[src/rtl/dsm_bitstream_decimator.sv]
// dsm_bitstream_decimator
// Boxcar ones-counter that recovers the W-bit fraction from a first-order
// delta-sigma bitstream. A window of 2^WIN_LOG2 qualified bits is counted,
// scaled up to W bits (saturating at full scale) and handed out through a
// valid/ready port with a sticky overrun flag.
module dsm_bitstream_decimator #(
   parameter int unsigned W        = 16,
   parameter int unsigned WIN_LOG2 = 16,
   parameter int unsigned SKIP     = 0
) (
   input  logic         i_clk,
   input  logic         i_rst,
   input  logic         i_clear,
   input  logic         i_bit_in,
   input  logic         i_bit_valid,
   output logic [W-1:0] o_est_out,
   output logic         o_est_valid,
   input  logic         i_est_ready,
   output logic         o_overrun
);

   typedef enum logic {
      ST_SKIP,
      ST_ACQ
   } state_t;

   localparam state_t ST_INIT = (SKIP > 0) ? ST_SKIP : ST_ACQ;
   localparam int unsigned SKW = (SKIP > 1) ? $clog2(SKIP) : 1;
   localparam logic [SKW-1:0] SKIP_LAST = SKW'((SKIP > 0) ? SKIP - 1 : 0);

   state_t                r_state;
   state_t                w_state_next;
   logic [SKW-1:0]        r_skip_cnt;
   logic [WIN_LOG2:0]     r_ones;
   logic [WIN_LOG2-1:0]   r_bit_cnt;
   logic [W-1:0]          r_est_out;
   logic                  r_est_valid;
   logic                  r_overrun;

   logic                  w_skip_inc;
   logic                  w_acq;
   logic                  w_close;
   logic [WIN_LOG2:0]     w_ones_next;
   logic [W:0]            w_ones_ext;
   logic [W:0]            w_scaled_full;
   logic [W-1:0]          w_scaled;

   // Ones count including the current bit, and its scaled/saturated result.
   // Only a completely full window (count == 2^WIN_LOG2) can reach bit W.
   assign w_ones_next   = r_ones + (WIN_LOG2 + 1)'(i_bit_in);
   assign w_ones_ext    = (W + 1)'(w_ones_next);
   assign w_scaled_full = w_ones_ext << (W - WIN_LOG2);
   assign w_scaled      = w_scaled_full[W] ? '1 : w_scaled_full[W-1:0];
   assign w_close       = w_acq && (r_bit_cnt == '1);

   // FSM state register; rst and clear both restart settling.
   always_ff @(posedge i_clk) begin
      if (i_rst || i_clear) r_state <= ST_INIT;
      else                  r_state <= w_state_next;
   end

   // Next state: leave SKIP on the last discarded qualified bit.
   always_comb begin
      w_state_next = r_state;
      if (r_state == ST_SKIP && i_bit_valid && r_skip_cnt == SKIP_LAST)
         w_state_next = ST_ACQ;
   end

   // FSM outputs: which counter a qualified bit advances.
   always_comb begin
      w_skip_inc = 1'b0;
      w_acq      = 1'b0;
      if (i_bit_valid) begin
         if (r_state == ST_SKIP) w_skip_inc = 1'b1;
         else                    w_acq      = 1'b1;
      end
   end

   // Skip, ones and bit counters; a closing bit restarts the next window at zero.
   always_ff @(posedge i_clk) begin
      if (i_rst || i_clear) begin
         r_skip_cnt <= '0;
         r_ones     <= '0;
         r_bit_cnt  <= '0;
      end else begin
         if (w_skip_inc) r_skip_cnt <= r_skip_cnt + 1'b1;
         if (w_acq) begin
            if (w_close) begin
               r_ones    <= '0;
               r_bit_cnt <= '0;
            end else begin
               r_ones    <= w_ones_next;
               r_bit_cnt <= r_bit_cnt + 1'b1;
            end
         end
      end
   end

   // Result register, valid/ready handshake and sticky overrun.
   // clear leaves the held result and its valid untouched.
   always_ff @(posedge i_clk) begin
      if (i_rst) begin
         r_est_out   <= '0;
         r_est_valid <= 1'b0;
         r_overrun   <= 1'b0;
      end else if (i_clear) begin
         r_overrun   <= 1'b0;
      end else if (w_close) begin
         r_est_out   <= w_scaled;
         r_est_valid <= 1'b1;
         if (r_est_valid && !i_est_ready) r_overrun <= 1'b1;
      end else if (r_est_valid && i_est_ready) begin
         r_est_valid <= 1'b0;
      end
   end

   assign o_est_out   = r_est_out;
   assign o_est_valid = r_est_valid;
   assign o_overrun   = r_overrun;

endmodule

[config.mk]
export PLATFORM = sky130hd
export DESIGN_NAME = dsm_bitstream_decimator
export DESIGN_NICKNAME = d
export VERILOG_FILES = /design/src/rtl/dsm_bitstream_decimator.sv
export SDC_FILE = /design/constraint.sdc
export NUM_CORES = 1
export LEC_CHECK = 0
export ABC_AREA = 1
export CELL_PAD_IN_SITES_DETAIL_PLACEMENT = 0
export CELL_PAD_IN_SITES_GLOBAL_PLACEMENT = 1
export CORE_MARGIN = 4
export CORE_UTILIZATION = 37
export DETAILED_ROUTE_END_ITERATION = 8
export HOLD_SLACK_MARGIN = 0.12
export PLACE_DENSITY_LB_ADDON = 0.1
export SLEW_MARGIN = 20
export SYNTH_ARGS = -nofsm -noshare
export SYNTH_HDL_FRONTEND = slang
export SYNTH_SLANG_ARGS = --single-unit
[constraint.sdc]
create_clock -name i_clk -period 1.9 [get_ports i_clk]
set_input_delay 0.57 -clock i_clk [delete_from_list [all_inputs] [get_ports i_clk]]
set_output_delay 0.57 -clock i_clk [all_outputs]
set_load 0.1 [all_outputs]
==> flow_metrics.env <==
export IMPL_start_util_pct=38.6
export IMPL_ant_nets=0
export IMPL_postCtsHoldBufs=0
export IMPL_dp_hpwl_mm=4.79
export IMPL_cts_sinks=51
export IMPL_critPathBufInv=1
export IMPL_slowest_stage="dfxtp_1"
export IMPL_drt_initial_drc_count=125
export IMPL_slew_headroom_pct=79.9
export IMPL_crit_family="simple AND/OR/NAND/NOR gates"
export IMPL_area_growth_syn_to_layout_pct=34.2
export IMPL_end_kind="register"
export IMPL_synth_async_reset_ratio_pct=0
export IMPL_cts_buffer_depth=2
export IMPL_diodes=0
export IMPL_min_path_type="reg -> reg"
export IMPL_core_sq_um=6910
export IMPL_path_clk_slew_ps=90
export IMPL_crit_type="reg -> reg"
export IMPL_grt_max_degree=21
export IMPL_drc_errors=0
export IMPL_detail_route_vias_per_cell=4.68
export IMPL_place_inst=525
export IMPL_synth_avg_cell_area_sq_um=7.00
export IMPL_crit_fanout=8
export IMPL_ys_warn_count=0
export IMPL_fin_skew_ps=9.16
export IMPL_instances_no_fill=537
export IMPL_finalCriticalPeriod_ps=1710
export IMPL_synthFlopType="dfxtp_1"
export IMPL_row_count=30
export IMPL_grt_usage_pct=16.2
export IMPL_cts_htree_levels=2
export IMPL_first_pass_iters=4
export IMPL_total_power_w=0.00178
export IMPL_die_y_microns=92.9
export IMPL_critPathLaunchType="register"
export IMPL_powerDensity_nw_per_um2=498
export IMPL_slew_viol_final=0
export IMPL_synth_nets=391
export IMPL_gp_congestion=0.808
export IMPL_worst_pin_slew_ps=301
export IMPL_wl_mm=6.44
export IMPL_vdd_ir_drop_max_v=0.000262
export IMPL_timing_fmax_mhz=584
export IMPL_worstSkewPairLatency_ps=300
export IMPL_io_buffers=23
export IMPL_final_cell_mix="94 x nand2_1, 62 x nor2_1, 51 x dfxtp_1"
export IMPL_overflow=0
export IMPL_final_common_cell="nand2_1"
export IMPL_grt_pass1_wl_mm=11.3
export IMPL_synth_area_sq_um=2670
export IMPL_synth_edf_count=0
export IMPL_p_leak_nw=1.51
export IMPL_min_period_over_period_pct=90.2
export IMPL_cts_root_buffer="clkbuf_8"
export IMPL_rsz0062_at_grt="no"
export IMPL_max_stage_delay_ps=370
export IMPL_crit_arrival_ps=1920
export IMPL_ios=24
export IMPL_first_global_vias=2437
export IMPL_final_nets=450
export IMPL_ys_types=33
export IMPL_crit_top_cell="nor2_1"
export IMPL_die_x_microns=92.9
export IMPL_required_ps=2110
export IMPL_tns_ps=0
export IMPL_cts_tree="built"
export IMPL_setup_viol=0
export IMPL_die_area_sq_um=8630
export IMPL_status="finished clean"
export IMPL_vias=2514
export IMPL_wire_per_inst_microns=12.0
export IMPL_yosysSeqAreaShare_pct=38.3
export IMPL_antenna_found_initial=0
export IMPL_syn_inst=381
export IMPL_numCtsBuffers=5
export IMPL_hold_slack_ps=490
export IMPL_cap_violations=0
export IMPL_final_layout_size_suffix_gt1_share_pct=21.3
export IMPL_final_hold_viol_count=0
export IMPL_yosys_register_bits=51
export IMPL_crit_path_cell_trace="ha_2 > ha_4 > nand2_1 > nor2_2 > nand2_2 > o21ai_4 > buf_6 > nand3b_1 > nor2_1 > nor2_1"
-- worst reg2reg max path, stage by stage, from the launching register on --
cell      delay [ps]
dfxtp_1          370
ha_2             220
ha_4             140
nand2_1           60
nor2_2           130
nand2_2          110
o21ai_4          190
buf_6            150
nand3b_1          80
nor2_1           110
nor2_1            50
-- layout make-up --
cell class	instances	area, sq um
Clock buffer	6	72.6
Clock inverter	2	12.5
Multi-Input combinational cell	287	1490
Fill cell	712	3330
Sequential cell	51	1020
Timing Repair Buffer	61	734
Inverter	34	128
Tap cell	96	120
-- per-stage QoR --
step	util [%]	setup WS, ps	cell area [sq um]
after floorplan	-	31.6	2670
after global placement	49.7	-536	3430
after detailed placement	49.7	-588	3430
after CTS	51.7	52.5	3570
after global routing	51.8	7.27	3580
final	51.8	187	3580
-- synth_stat cells, types with 3 or more instances --
| cell type | instances | share of area, % |
|---|---|---|
| nor2_2 | 7 | 1.6 |
| xnor2_1 | 6 | 2.0 |
| o21ai_0 | 6 | 1.1 |
| a21oi_1 | 26 | 4.9 |
| nand3_1 | 25 | 4.7 |
| dfxtp_1 | 51 | 38 |
| buf_6 | 3 | 1.3 |
| nand2_2 | 4 | 0.94 |
| nand2_1 | 95 | 13 |
| nand3b_1 | 6 | 1.7 |
| inv_1 | 32 | 4.5 |
| ha_1 | 4 | 1.9 |
| buf_2 | 3 | 0.56 |
| o21ai_1 | 6 | 1.1 |
| xor2_1 | 6 | 2.0 |
| nor2_4 | 3 | 1.3 |
| nor3b_1 | 3 | 0.84 |
| nand2_4 | 3 | 1.3 |
| nand4_1 | 7 | 1.6 |
| nor2_1 | 62 | 8.7 |
| nor3_1 | 5 | 0.94 |
-- flip-flops by register name, summed over array words and instances (netlist names) --
register / flops
r_ones: 17
o_est_valid: 1
r_bit_cnt: 16
o_est_out: 16
o_overrun: 1
-- routing by layer --
metal,routed length [microns],up-vias,global-route usage (%),part of all wire [%]
li1,-,1336,-,-
met1,2910,1135,19.5,45
met2,3250,35,29.1,50
met3,194,8,3.49,3.0
met4,89,0,4.27,1.4
met5,0,-,0,0
-- cell families after synthesis --
group / after synthesis / share of synthesized area, %
buf+inv: 44 / 7.18
fa+ha+maj: 4 / 1.88
flops: 51 / 38.3
compound gates: 44 / 9.15
xor+xnor: 12 / 3.94
simple gates: 226 / 39.6
-- power breakdown --
| part | internal [W] | total (W) | leakage [nW] | switching (W) |
|---|---|---|---|---|
| clock | 0.000258 | 0.000617 | 0.0412 | 0.000359 |
| combinational | 0.0000433 | 0.0000931 | 1.06 | 0.0000498 |
| sequential | 0.00107 | 0.00107 | 0.411 | 0.00000188 |
| total | 0.00137 | 0.00178 | 1.51 | 0.000411 |
-- path summary, 6_finish.rpt --
check	from	endpoint	slack [ps]	cells after the start
worst min register to register	r_bit_cnt[9]	r_bit_cnt[9]	490	2
worst max register to register	r_ones[0]	o_est_out[2]	190	10
worst max-delay path	r_ones[0]	o_est_out[2]	190	10
worst min-delay path	r_bit_cnt[9]	r_bit_cnt[9]	490	2
-- what timing repair did --
action / 4_1_cts / 5_1_grt
pin swaps: 5 / 3
gates resized for setup: 8 / 3
setup endpoints to repair: 22 / 16
cloned: 0 / 1
setup buffers: 3 / 0
Power figures use the tool's default switching activity.
==> edit 1 (config.mk and constraints unchanged) <==
`W`: 16 -> 32.
--- a/src/rtl/dsm_bitstream_decimator.sv
+++ b/src/rtl/dsm_bitstream_decimator.sv
@@ -6,3 +6,3 @@
 module dsm_bitstream_decimator #(
-   parameter int unsigned W        = 16,
+   parameter int unsigned W        = 32,
    parameter int unsigned WIN_LOG2 = 16,
Interface: changed (resized o_est_out); port bits go from 24 to 40. No check against the original RTL was run, so the function may have changed too.
==> edit 1 against the original RTL <==
Routed wire length up 0.40%. Power up 8.9%. Worst setup slack lost 85 ps. Synthesized area increased by 3.3%. First-iteration DRC count shrank 34%. Sequential share of layout area is 2.3 points lower. Critical path depth increased by 3. Count of clock-buffer cells in the layout shrank 1. Cell area up 11%. Sequential cell count up 1. Clock power grew 25%. Largest cell class unchanged. Highest routed layer unchanged.
==> edit 1: results (changes against the original RTL) <==
| Metric | Value |
|---|---|
| Fill cells | `704 (-1.1%)` |
| GPL Wtd Cong | `0.776 (-4.0%)` |
| Synth area leaders | `dfxtp_1 (38%), nand2_1 (16%), inv_1 (7.5%)` |
| Diodes inserted | `0 (unchanged)` |
| Synth cell count leaders | `nand2_1 (115), inv_1 (55), dfxtp_1 (52)` |
| Post-synthesis net count | `409 (+4.6%)` |
| DRT Pass-1 Iters | `4 (unchanged)` |
| Reg clk slew, reported paths | `90 ps (about the same)` |
| Crit path max-delay family | `simple AND/OR/NAND/NOR gates` |
| CP max FO | `4 (-4)` |
| Sequential-to-total area share from yosys stat | `0.378 (-0.00507)` |
| VDD IR-drop max | `0.478 mV (+82%)` |
| DR vias/cell | `4.39 (-6.2%)` |
| CP arrival | `2040 ps (+120 ps)` |
| HP Class | `reg -> reg` |
| TritonCTS Buffers | `5 (unchanged)` |
| Async S/R FF share, synth | `0 (unchanged)` |
| Library cells used by synthesis | `32 (-3.0%)` |
| 1st-iter DRT viols | `83 (-34%)` |
| Least-Margin Pin Slew | `504 ps (+203 ps)` |
| PortBufs | `39 (+70%)` |
| First-pass GRT wire length | `10.5 mm (-6.9%)` |
| Initial antenna violation count | `0 (unchanged)` |
| Largest net degree at the start of global routing | `18 (-14%)` |
| WL final | `6.47 mm (+0.40%)` |
| CTS root buf | `clkbuf_8` |
| Clk Latency, worst-skew pair | `310 ps` |
| Share of layout cells above drive strength 1 | `0.244 (+0.0309)` |
| Vias in the first global route | `2240 (-8.1%)` |
| H-tree Lvls | `2 (unchanged)` |
| Fin Clk Skew | `6.75 ps (-2.41 ps)` |
| Outcome | `finished clean` |
| Slowest stage cell, crit path | `clkdlybuf4s15_1` |
| Max incr delay on CP | `220 ps (-150 ps)` |
| CTS Buffer Depth | `2 (unchanged)` |
| Dpl hpwl | `4.95 mm (+3.2%)` |
| Gr usage total | `0.148 (-0.0147)` |
| Leakage | `1.61 nW (+6.4%)` |
| Yosys warns | `0 (unchanged)` |
| Primary FF master, synth | `dfxtp_1` |
| Layout net count | `467 (+3.8%)` |
-- edit 1: changes by cell type after synthesis, sizes merged, moves of 3 or more --
cell	unedited run	this run
inv	34	57
nor2	73	51
nand2	102	120
nand3	25	12
a21oi	26	38
buf	8	19
o21ai	13	8
nand3b	7	4
nand4	7	4
xnor2	6	3
xor2	6	9
-- edit 1: cells by family (layout without fill, tap and decap cells) --
logic type | Yosys count | after routing | synth area share
adder cells (fa/ha/maj) | 3 | 3 | 0.0136
XOR/XNOR | 12 | 12 | 0.0381
flip-flops | 52 | 52 | 0.378
AO/OA/AOI/OAI | 48 | 48 | 0.103
AND/OR/NAND/NOR | 204 | 204 | 0.330
buffers and inverters | 81 | 140 | 0.138
-- edit 1: final cells by class --
cell class	instances	share of cell area
multi-input cells	267	0.353
clock buffers	5	0.0173
well taps	99	0.0311
inverters	58	0.0547
clock inverters	3	0.0107
repair buffers	74	0.271
flip-flops and latches	52	0.262
-- edit 1: repair_timing --
item,CTS,global route
buffers inserted,6,1
gates cloned,1,0
endpoints found under the setup margin,35,19
pin swaps,7,8
resized for setup,6,16
-- edit 1: power by group --
part / internal [mW] / switching (mW) / leakage (nW)
Sequential: 1.09 / 0.00212 / 0.419
Clock: 0.390 / 0.378 / 0.0541
Combinational: 0.0317 / 0.0477 / 1.14
Total: 1.51 / 0.428 / 1.61
-- edit 1: through the flow --
stage	setup WS [ps]	instances	cell area [sq um]	hold WS (ps)
floorplan	1.13	400	2760	442
global placement	-525	542	3670	461
detailed placement	-552	542	3670	468
CTS	-3.47	557	3900	488
global route	7.61	558	3980	516
finish	102	558	3980	490
-- edit 1: routing by layer --
layer	GRT usage	routed length, um	vias up
met5	0	0	-
met4	0.0289	66	0
met3	0.0272	263	7
met2	0.251	2970	39
met1	0.197	3170	1067
li1	-	-	1337
-- edit 1: worst paths after layout --
path,startpoint,to,slack [ps],cells past startpoint
min reg2reg,r_bit_cnt[9],r_bit_cnt[9],490,1
min,r_bit_cnt[9],r_bit_cnt[9],490,1
max,i_bit_in,o_est_out[20],100,13
max reg2reg,r_bit_cnt[0],o_est_out[20],150,10
==> edit 2 (same settings) <==
Without the edit above. Reset style: asynchronous (`i_rst`), changed in one clocked block.
--- a/src/rtl/dsm_bitstream_decimator.sv
+++ b/src/rtl/dsm_bitstream_decimator.sv
@@ -100,3 +100,3 @@
    // clear leaves the held result and its valid untouched.
-   always_ff @(posedge i_clk) begin
+   always_ff @(posedge i_clk or posedge i_rst) begin
       if (i_rst) begin
Function: no difference found for any inputs over 10 cycles, from zero or initial values and one cycle with i_rst high; that may be too few to reach the edited logic, so the function may still have changed.
==> edit 2 against the original RTL <==
Worst setup slack got worse by 99 ps. Critical path type is now in -> reg. Worst hold slack got worse by 0.57 ps. Routed wire length rose by 5.0%. Highest routed layer unchanged. Largest cell class unchanged. Cell area rose by 0.11%. Sequential cell count did not move. Power rose by 3.4%. Synthesized area rose by 4.4%. Synthesized cell count fell by 1.8%.
==> edit 2: results (changes against the original RTL) <==
| Metric | Value |
|---|---|
| Yosys warns | `0 (unchanged)` |
| TritonCTS Buffers | `5 (unchanged)` |
| Leakage | `1.46 nW (-3.8%)` |
| Library cells used by synthesis | `36 (+9.1%)` |
| Sequential-to-total area share from yosys stat | `0.399 (+0.0164)` |
| Vias in the first global route | `2429 (-0.33%)` |
| CTS root buf | `clkbuf_8` |
| HP Class | `reg -> reg` |
| Gr usage total | `0.166 (+0.00381)` |
| Synth cell count leaders | `nand2_1 (129), nor2_1 (40), dfxtp_1 (33)` |
| Wire length per cell | `13.0 um (+8.4%)` |
| Share of layout cells above drive strength 1 | `0.242 (+0.0291)` |
| Post-synthesis net count | `384 (-1.8%)` |
| CP max FO | `8 (unchanged)` |
| Fin Clk Skew | `13.3 ps (+4.17 ps)` |
| GPL Wtd Cong | `0.767 (-5.1%)` |
| Clk Latency, worst-skew pair | `310 ps` |
| DRT Pass-1 Iters | `4 (unchanged)` |
| Met1 Track Usage GR | `0.189 (-0.00660)` |
| Largest register FFs | `17 (unchanged)` |
| Post-CTS Setup Inserts | `0 (-3)` |
| GR Util met3 | `0.0319 (-0.00306)` |
| H-tree Lvls | `2 (unchanged)` |
| Reg with most FFs | `r_ones` |
| P_sw | `0.457 mW (+11%)` |
| First-pass GRT wire length | `11.6 mm (+3.0%)` |
| VDD IR-drop max | `0.222 mV (-15%)` |
| CP arrival | `2010 ps (+90 ps)` |
| Initial antenna violation count | `0 (unchanged)` |
| Fill cells | `784 (+10%)` |
| Dpl hpwl | `5.20 mm (+8.5%)` |
| Diodes inserted | `0 (unchanged)` |
| Final max-slew violation count | `0 (unchanged)` |
| 1st-iter DRT viols | `57 (-54%)` |
| Layout net count | `430 (-4.4%)` |
| PortBufs | `23 (unchanged)` |
| Synth area leaders | `dfxtp_1 (24%), nand2_1 (17%), dfrtp_1 (16%)` |
| Largest net degree at the start of global routing | `20 (-4.8%)` |
| Relative slew slack | `0.790 (-0.00887)` |
| Reg clk slew, reported paths | `100 ps` |
| Async S/R FF share, synth | `0.353 (+0.353)` |
| CTS Buffer Depth | `2 (unchanged)` |
| DR vias/cell | `4.69 (+0.19%)` |
| Outcome | `finished clean` |
| Met2 Use GR | `0.313 (+0.0220)` |
edit 2: path summary, 6_finish.rpt:
path | startpoint | endpoint | slack [ps] | cells after the start
setup / recovery | i_bit_in | o_est_out[13] | 90 | 10
hold / removal | r_bit_cnt[1] | r_bit_cnt[1] | 490 | 2
setup reg to reg | r_ones[0] | o_est_out[13] | 180 | 9
hold reg to reg | r_bit_cnt[1] | r_bit_cnt[1] | 490 | 2
max in group asynchronous | i_rst | o_est_out[13] | 1100 | 3
min in group asynchronous | i_rst | o_est_out[5] | 590 | 3
edit 2: layer usage:
layer | wire length (um) | part of all wire
met1 | 2900 | 0.43
met2 | 3570 | 0.53
met5 | 0 | 0
met3 | 202 | 0.030
met4 | 96 | 0.014
edit 2: final cells by class:
type / count / share of cell area
inverter: 30 / 0.0318
sequential: 51 / 0.310
tap: 99 / 0.0346
clock inverter: 3 / 0.00803
clock buffer: 5 / 0.0192
multi-input combinational: 284 / 0.426
timing repair buffer: 48 / 0.170
edit 2: cells by family (layout without fill, tap and decap cells):
family / count (synthesis) / after routing / share of synthesized area
AOI/OAI and AO/OA: 43 / 43 / 0.0939
xor gates and xnor gates: 12 / 12 / 0.0378
DFF: 51 / 51 / 0.399
and+or+nand+nor: 224 / 225 / 0.382
buffers and inverters: 40 / 86 / 0.0697
adders and majority gates: 4 / 4 / 0.0180
edit 2: timing repair:
action,in CTS,in global routing
resized for setup,15,0
hold buffers,0,0
hold endpoints to repair,0,0
setup endpoints to repair,22,0
edit 2: worst max-delay path: stages:
cell and delay, ps:
dlygate4sd2_1 220, ha_2 210, ha_4 150, nand2_1 70
nor2_2 150, nand2_4 90, o21ai_4 200, nand2_4 140
o21ai_1 150, nand2_1 60
edit 2: stage by stage:
stage	cells	setup slack, ps	instance area, sq um	hold slack [ps]	power, mW
2_1_floorplan	374	18.8	2780	461	1.15
3_3_place_gp	511	-563	3440	476	1.19
3_5_place_dp	511	-625	3440	482	1.19
4_1_cts	520	93.2	3580	496	1.88
5_1_grt	520	1.83	3580	509	1.94
6_report	520	88.4	3580	490	1.84
edit 2: power by group through the flow:
stage	logic [mW]	registers, mW	clock network (mW)
final	0.0903	1.08	0.674
after global routing	0.0997	1.08	0.759
after CTS	0.0924	1.08	0.711
after detailed placement	0.0920	1.10	0
after global placement	0.0917	1.10	0
after floorplan	0.0461	1.10	0
